--- config.mk ---
export PLATFORM = sky130hd
export DESIGN_NAME = sdram_cmd_responder
export DESIGN_NICKNAME = d
export VERILOG_FILES = /design/src/rtl/sdram_cmd_responder.sv
export SDC_FILE = /design/constraint.sdc
export NUM_CORES = 2
export LEC_CHECK = 0
export CORE_MARGIN = 3
export CORE_UTILIZATION = 40
export CTS_BUF_LIST = sky130_fd_sc_hd__clkbuf_4 sky130_fd_sc_hd__clkbuf_8
export CTS_CLUSTER_DIAMETER = 120
export CTS_CLUSTER_SIZE = 28
export DETAILED_ROUTE_END_ITERATION = 12
export DONT_BUFFER_PORTS = 1
export PLACE_DENSITY_LB_ADDON = 0.05
export SLEW_MARGIN = 15
export SYNTH_ARGS = -nofsm -noshare
export SYNTH_HDL_FRONTEND = slang
export SYNTH_SLANG_ARGS = --single-unit
export TNS_END_PERCENT = 5
--- constraint.sdc ---
create_clock -name clk_i -period 3.2 [get_ports clk_i]
set_input_delay 0.32 -clock clk_i [delete_from_list [all_inputs] [get_ports clk_i]]
set_output_delay 0.32 -clock clk_i [all_outputs]
set_load 0.01 [all_outputs]
--- src/rtl/sdram_cmd_responder.sv ---
// Single-bank SDRAM device model: decodes CS/RAS/CAS/WE/CKE, enforces bank timers, stores writes.
// Latency: read data valid in the cycle sampled at edge N+CL; errors flagged one cycle after the offending edge.
// Backpressure: none; illegal or early commands are dropped and reported on err_o/err_code_o.
module sdram_cmd_responder #(
  parameter int RSC_p       = 2,
  parameter int RP_p        = 2,
  parameter int RCD_p       = 2,
  parameter int XSR_p       = 75,
  parameter int cas_laten_p = 2,
  parameter int ROW_W       = 4,
  parameter int COL_W       = 4,
  parameter int DATA_W      = 16
) (
  input  logic              clk_i,
  input  logic              rst_ni,
  input  logic              cs_i,
  input  logic              ras_i,
  input  logic              cas_i,
  input  logic              we_i,
  input  logic              cke_i,
  input  logic [ROW_W-1:0]  addr_i,
  input  logic [DATA_W-1:0] dq_i,
  output logic [DATA_W-1:0] dq_o,
  output logic              dq_oe_o,
  output logic [2:0]        state_o,
  output logic [1:0]        cl_o,
  output logic              err_o,
  output logic [2:0]        err_code_o
);

  localparam int MW   = ROW_W + COL_W;
  localparam int TM1  = (RSC_p > RP_p) ? RSC_p : RP_p;
  localparam int TM2  = (TM1 > RCD_p) ? TM1 : RCD_p;
  localparam int TMAX = (TM2 > XSR_p) ? TM2 : XSR_p;
  localparam int TW   = $clog2(TMAX + 1);

  typedef enum logic [2:0] {
    ST_IDLE = 3'd0,
    ST_WAIT = 3'd1,
    ST_ACT  = 3'd2,
    ST_SREF = 3'd3,
    ST_XSR  = 3'd4
  } state_t;

  state_t            state_q, state_d, ret_q, ret_d, go_ret;
  logic [TW-1:0]     tmr_q, tmr_d, go_len;
  logic [ROW_W-1:0]  row_q, row_d;
  logic [1:0]        cl_q, cl_d;
  logic              go_wait, rd_go, wr_go;
  logic              e1, e2, e3, e4, e5;
  logic              err_q;
  logic [2:0]        err_code_q, err_code_d;
  logic              s1_vld, s2_vld, oe_q;
  logic [DATA_W-1:0] s1_dat, s2_dat, dq_q, rd_dat;
  logic [DATA_W-1:0] mem [0:(2**MW)-1];

  logic [3:0] cmd;
  logic [2:0] mode;
  logic is_idle, is_pre, is_lm, is_act, is_rd, is_wr, is_ref, is_sre, is_bad;

  assign cmd     = {cs_i, ras_i, cas_i, we_i};
  // Mode field sits at address bits [6:4]; narrower buses read it as zero.
  assign mode    = 3'(addr_i >> 4);
  assign is_idle = cs_i || (cmd == 4'b0111);
  assign is_pre  = (cmd == 4'b0010);
  assign is_lm   = (cmd == 4'b0000);
  assign is_act  = (cmd == 4'b0011);
  assign is_rd   = (cmd == 4'b0101);
  assign is_wr   = (cmd == 4'b0100);
  assign is_ref  = (cmd == 4'b0001) && cke_i;
  assign is_sre  = (cmd == 4'b0001) && !cke_i;
  assign is_bad  = (cmd == 4'b0110);

  assign rd_dat  = mem[{row_q, addr_i[COL_W-1:0]}];

  // Next-state, timer, and error-cause decode for the bank.
  always_comb begin
    state_d = state_q;
    ret_d   = ret_q;
    tmr_d   = tmr_q;
    row_d   = row_q;
    cl_d    = cl_q;
    go_wait = 1'b0;
    go_ret  = ST_IDLE;
    go_len  = '0;
    rd_go   = 1'b0;
    wr_go   = 1'b0;
    e1 = 1'b0; e2 = 1'b0; e3 = 1'b0; e4 = 1'b0; e5 = 1'b0;
    case (state_q)
      ST_IDLE: begin
        if (!cke_i && !is_idle && !is_sre) e4 = 1'b1;
        else if (is_pre || is_ref) begin
          go_wait = 1'b1; go_ret = ST_IDLE; go_len = TW'(RP_p - 1);
        end else if (is_lm) begin
          if (mode == 3'd2 || mode == 3'd3) begin
            cl_d = mode[1:0];
            go_wait = 1'b1; go_ret = ST_IDLE; go_len = TW'(RSC_p - 1);
          end else e3 = 1'b1;
        end else if (is_act) begin
          row_d = addr_i;
          go_wait = 1'b1; go_ret = ST_ACT; go_len = TW'(RCD_p - 1);
        end else if (is_sre) state_d = ST_SREF;
        else if (is_rd || is_wr) e2 = 1'b1;
        else if (is_bad) e5 = 1'b1;
      end
      ST_ACT: begin
        if (!cke_i && !is_idle) e4 = 1'b1;
        else if (is_pre) begin
          go_wait = 1'b1; go_ret = ST_IDLE; go_len = TW'(RP_p - 1);
        end else if (is_rd) rd_go = 1'b1;
        else if (is_wr) wr_go = 1'b1;
        else if (is_act || is_lm || is_ref) e2 = 1'b1;
        else if (is_bad) e5 = 1'b1;
      end
      ST_WAIT: begin
        if (!is_idle) e1 = 1'b1;
        if (tmr_q <= TW'(1)) begin
          state_d = ret_q;
          tmr_d   = '0;
        end else tmr_d = tmr_q - TW'(1);
      end
      ST_SREF: begin
        if (cke_i) begin
          go_wait = 1'b1; go_ret = ST_IDLE; go_len = TW'(XSR_p - 1);
        end
      end
      ST_XSR: begin
        if (!cke_i) begin
          e4      = 1'b1;
          state_d = ST_SREF;
          tmr_d   = '0;
        end else begin
          if (!is_idle) e1 = 1'b1;
          if (tmr_q <= TW'(1)) begin
            state_d = ST_IDLE;
            tmr_d   = '0;
          end else tmr_d = tmr_q - TW'(1);
        end
      end
      default: state_d = ST_IDLE;
    endcase
    // A zero-length wait falls straight through to the return state.
    if (go_wait) begin
      if (go_len == '0) state_d = go_ret;
      else begin
        state_d = (state_q == ST_SREF) ? ST_XSR : ST_WAIT;
        ret_d   = go_ret;
        tmr_d   = go_len;
      end
    end
  end

  // Error cause priority 4 > 1 > 2 > 3 > 5.
  always_comb begin
    err_code_d = 3'd0;
    if (e4)      err_code_d = 3'd4;
    else if (e1) err_code_d = 3'd1;
    else if (e2) err_code_d = 3'd2;
    else if (e3) err_code_d = 3'd3;
    else if (e5) err_code_d = 3'd5;
  end

  // Bank state, timer, row, CL and error registers.
  always_ff @(posedge clk_i or negedge rst_ni) begin
    if (!rst_ni) begin
      state_q    <= ST_IDLE;
      ret_q      <= ST_IDLE;
      tmr_q      <= '0;
      row_q      <= '0;
      cl_q       <= 2'(cas_laten_p);
      err_q      <= 1'b0;
      err_code_q <= 3'd0;
    end else begin
      state_q    <= state_d;
      ret_q      <= ret_d;
      tmr_q      <= tmr_d;
      row_q      <= row_d;
      cl_q       <= cl_d;
      err_q      <= e1 | e2 | e3 | e4 | e5;
      err_code_q <= err_code_d;
    end
  end

  // Read pipeline: CL=3 reads enter stage 2, CL=2 reads enter stage 1; stage 1 feeds the output.
  always_ff @(posedge clk_i or negedge rst_ni) begin
    if (!rst_ni) begin
      s2_vld <= 1'b0;
      s2_dat <= '0;
      s1_vld <= 1'b0;
      s1_dat <= '0;
      oe_q   <= 1'b0;
      dq_q   <= '0;
    end else begin
      s2_vld <= rd_go && (cl_q == 2'd3);
      s2_dat <= rd_dat;
      s1_vld <= s2_vld || (rd_go && (cl_q != 2'd3));
      s1_dat <= (rd_go && (cl_q != 2'd3)) ? rd_dat : s2_dat;
      oe_q   <= s1_vld;
      dq_q   <= s1_vld ? s1_dat : '0;
    end
  end

  // Storage array; contents survive reset.
  always_ff @(posedge clk_i) begin
    if (wr_go) mem[{row_q, addr_i[COL_W-1:0]}] <= dq_i;
  end

  assign dq_o       = dq_q;
  assign dq_oe_o    = oe_q;
  assign state_o    = state_q;
  assign cl_o       = cl_q;
  assign err_o      = err_q;
  assign err_code_o = err_code_q;

endmodule

==> qor.yml <==
drt:
  vias: 78300
  routed_wl_um: 465000
  wl_per_cell_um: 34.5
  postRouteAntennaNets: 0
  route.detailed.drc: 0
  first_pass_iters: 6
  drtIter0Drc: 9294
  viasPerCell: 5.80
synthesis:
  post-synth-top-area-cell: "edfxtp_1"
  synthSimpleGateAreaFrac_pct: 2.16
  ys_ff_latch: 4165
  ys.flop_type: "edfxtp_1"
  yosysWarnings: 0
  synth_top_family_by_area: "multiplexers"
  synth_cell_types: 63
  synth_mux_area_share_pct: 14.6
  synth-edff-count: 4096
  synth.area.top_cells: "edfxtp_1 (77%), mux4_2 (11%), mux2i_1 (2.9%), dfrtp_1 (1.1%), a22oi_1 (1.0%)"
  netlist.area_leader.share_pct: 77.0
  synthAdderAreaFrac_pct: 0.0157
  ys_async_sr_fraction_pct: 1.66
  synthCells: 7509
  syn_avg_cell_area_um2: 21.3
  netlist_area_um2: 160000
  synthXorXnorAreaFrac_pct: 0
  syn_nets: 7538
  synth-compound-area-share_pct: 3.66
  ys_seq_area_share_pct: 78.0
clock_network:
  cts.sinks: 4165
  cts_tree: "built"
  cts_setup_buffers: 0
  clockBufferDepth: 4
  htreeDepth: 4
  path_clk_slew_ns: 0.18
  insertion_delay_ns: 1.11
  numCtsBuffers: 171
  root_buffer: "clkbuf_8"
floorplan:
  core_um2: 397000
  die_h_um: 638
  dieWidth_um: 638
  io_pins: 53
  num_rows: 231
  initial_core_util_pct: 40.3
  design.die.area_um2: 407000
timing:
  fin_crit_ns: 3.22
  finalCritPeriodShare_pct: 101
  setup_ws_ns: -0.0215
  finalHoldViolations: 0
  setup_viol: 1
  rsz0062_at_grt: "true"
  slew_headroom_pct: 25.9
  tightest_slew_ns: 1.11
  slew_viol_final: 0
  max_clock_freq_mhz: 310
  skew_ns: 0.0806
layout:
  fillers: 33400
  finish.utilization_pct: 45.4
  layout.nets: 8236
  final_area_um2: 180000
  drive_above_1_share_pct: 26.7
  fin_cells: 13500
  regArea_um2: 125000
  multiInputGateArea_um2: 33300
  syn_to_final_growth_pct: 12.6
placement:
  placed_cells: 13200
  finalWeightedCongestion: 0.804
  io_buffers: 0
  dp_slack_ns: -1.88
  place_area_um2: 175000
  dpl.hpwl_um: 267000
grt:
  use_met2_pct: 36.4
  grt_pass1_vias: 78600
  grt_max_degree: 257
  use_met1_pct: 33.8
  grt-ovfl-total: 0
  grt.total_usage_pct: 22.5
  gr-usage-met3_pct: 2.10
  grt_pass1_wl_um: 647000
  grt.busiest_layer: "met2"
  antenna_found_initial: 29
critical_path:
  r2r_start: "row_q[1]"
  cp_max_fo: 48
  r2r_cells: 11
  arrival_ns: 4.25
  setup.worst_path.start_class: "flip-flop"
  crit_required_ns: 4.23
  critical_path_class: "flip-flop to flip-flop"
  worst_setup_path_end_kind: "flip-flop"
  rrSetupSlack_ns: -0.02
  rr_endpoint: "s1_dat[14]"
status:
  status: "finished with violations"
  failed_checks: "setup timing"
hold_path:
  hold_class: "input port to flip-flop"
  holdCritStartpoint: "dq_i[12]"
  min_delay_path_depth: 2
  min_to: "mem[90][12]"
power_and_ir_drop:
  power.total_w: 0.0928
  ir_worst_vdd_uv: 403
  power_density_nw_per_um2: 516
  leakage_nw: 56.1
flow_run:
  drv_cap: 0
==> power by group <==
group / total [W] / switching, W / internal [W]
Clock: 0.0213 / 0.0158 / 0.00546
Combinational: 0.0111 / 0.00707 / 0.00401
Sequential: 0.0605 / 0.000353 / 0.0601
==> flip-flops by register name, indices dropped and copies added, names as in the netlist <==
| signal | count |
|---|---|
| ret_q | 1 |
| row_q | 4 |
| dq_o | 16 |
| s1_dat | 16 |
| err_o | 1 |
| s1_vld | 1 |
| state_o | 3 |
| tmr_q | 7 |
| s2_dat | 16 |
| mem | 4096 |
| dq_oe_o | 1 |
| err_code_o | 3 |
==> kinds of logic (layout without fill, tap and decap cells) <==
| family | after synthesis | count (layout) |
|---|---|---|
| buffers and inverters | 480 | 1225 |
| other | 2 | 8 |
| and+or+nand+nor | 759 | 759 |
| muxes | 1320 | 1320 |
| DFF | 4165 | 4165 |
| AOI/OAI and AO/OA | 781 | 781 |
| adders and majority gates | 2 | 2 |
==> cell usage after synthesis, types with 6 or more instances <==
cell type,count
o21ai_0,35
edfxtp_1,4096
o311a_1,15
mux4_2,807
nor2_1,313
a2111oi_2,14
nor2b_1,13
a22oi_1,221
nand3_1,195
o211ai_1,66
buf_6,21
o2111ai_1,16
o221ai_1,35
inv_1,6
buf_1,40
a31oi_1,47
nand4_1,18
dfrtp_1,69
mux2i_1,458
a22o_1,77
nor3b_1,6
buf_2,176
nor3_1,43
o22ai_1,32
buf_4,54
nand2_1,100
clkbuf_1,181
or3_1,17
and2_1,20
a41oi_1,16
a32oi_1,30
mux2_2,55
a21oi_1,112
a221oi_1,43
nand2b_1,10
==> layout make-up <==
type                       count  area share, %
inverter                       8         0.0195
clock inverter                12         0.0556
multi-input combinational   2864           18.5
clock buffer                 208           1.47
antenna                        6        0.00834
tap                         5242           3.64
timing repair buffer         997           7.05
sequential                  4165           69.3
==> how the worst max path moves through the flow <==
stage | startpoint | to | slack, ns | cells past startpoint
CTS | state_o[2] | mem[236][4] | -0.004 | 9
floorplan | state_o[1] | mem[224][0] | -0.03 | 8
global placement | addr_i[0] | s1_dat[14] | -1.97 | 11
global route | row_q[1] | s1_dat[15] | -0.09 | 11
detailed placement | addr_i[0] | s1_dat[4] | -1.88 | 13
finish | row_q[1] | s1_dat[14] | -0.02 | 11
==> routing by layer <==
layer  wire (um)  part of all wire (%)
met4        8840                   1.9
met1      211000                    45
met5           0                     0
met3       22500                   4.8
met2      223000                    48
==> through the flow <==
step	hold slack [ns]	TNS [ns]
after CTS	0.00255	-0.0199
after detailed placement	0.0392	-74.29
after global routing	0.0271	-0.389
after global placement	0.0392	-1056.10
after floorplan	0.0244	-20.25
final	0.116	-0.0215
==> layout by cell type, fill, tap and decap left out, drive strengths merged, types with 32 or more instances in the layout <==
master / netlist / routed
nor3: 43 / 43
nor2: 313 / 313
a22oi: 221 / 221
dlygate4sd3: 0 / 35
nand2: 100 / 100
clkbuf: 181 / 210
a22o: 77 / 77
mux4: 807 / 807
o211ai: 66 / 66
edfxtp: 4096 / 4096
a21oi: 112 / 112
o22ai: 32 / 32
a31oi: 47 / 47
dfrtp: 69 / 69
mux2i: 458 / 458
o221ai: 35 / 35
buf: 291 / 957
a221oi: 46 / 46
nand3: 195 / 195
mux2: 55 / 55
o21ai: 35 / 35
==> worst max-delay path, stage by stage, from the launching register on <==
cell and delay, ns:
dfrtp_2 0.49, buf_12 0.17, and3_4 0.20, buf_12 0.19
buf_4 0.27, nand3_1 0.20, o211ai_1 0.30, or4_4 0.55
nor3_1 0.17, buf_4 0.18, a21oi_1 0.08, mux2_2 0.26
==> timing repair <==
item	in CTS	in global routing
cloned	3	2
endpoints found under the setup margin	121	38
endpoints found under the hold margin	4596	0
hold buffers	54	0
resized for setup	21	13
Power figures use the tool's default switching activity.
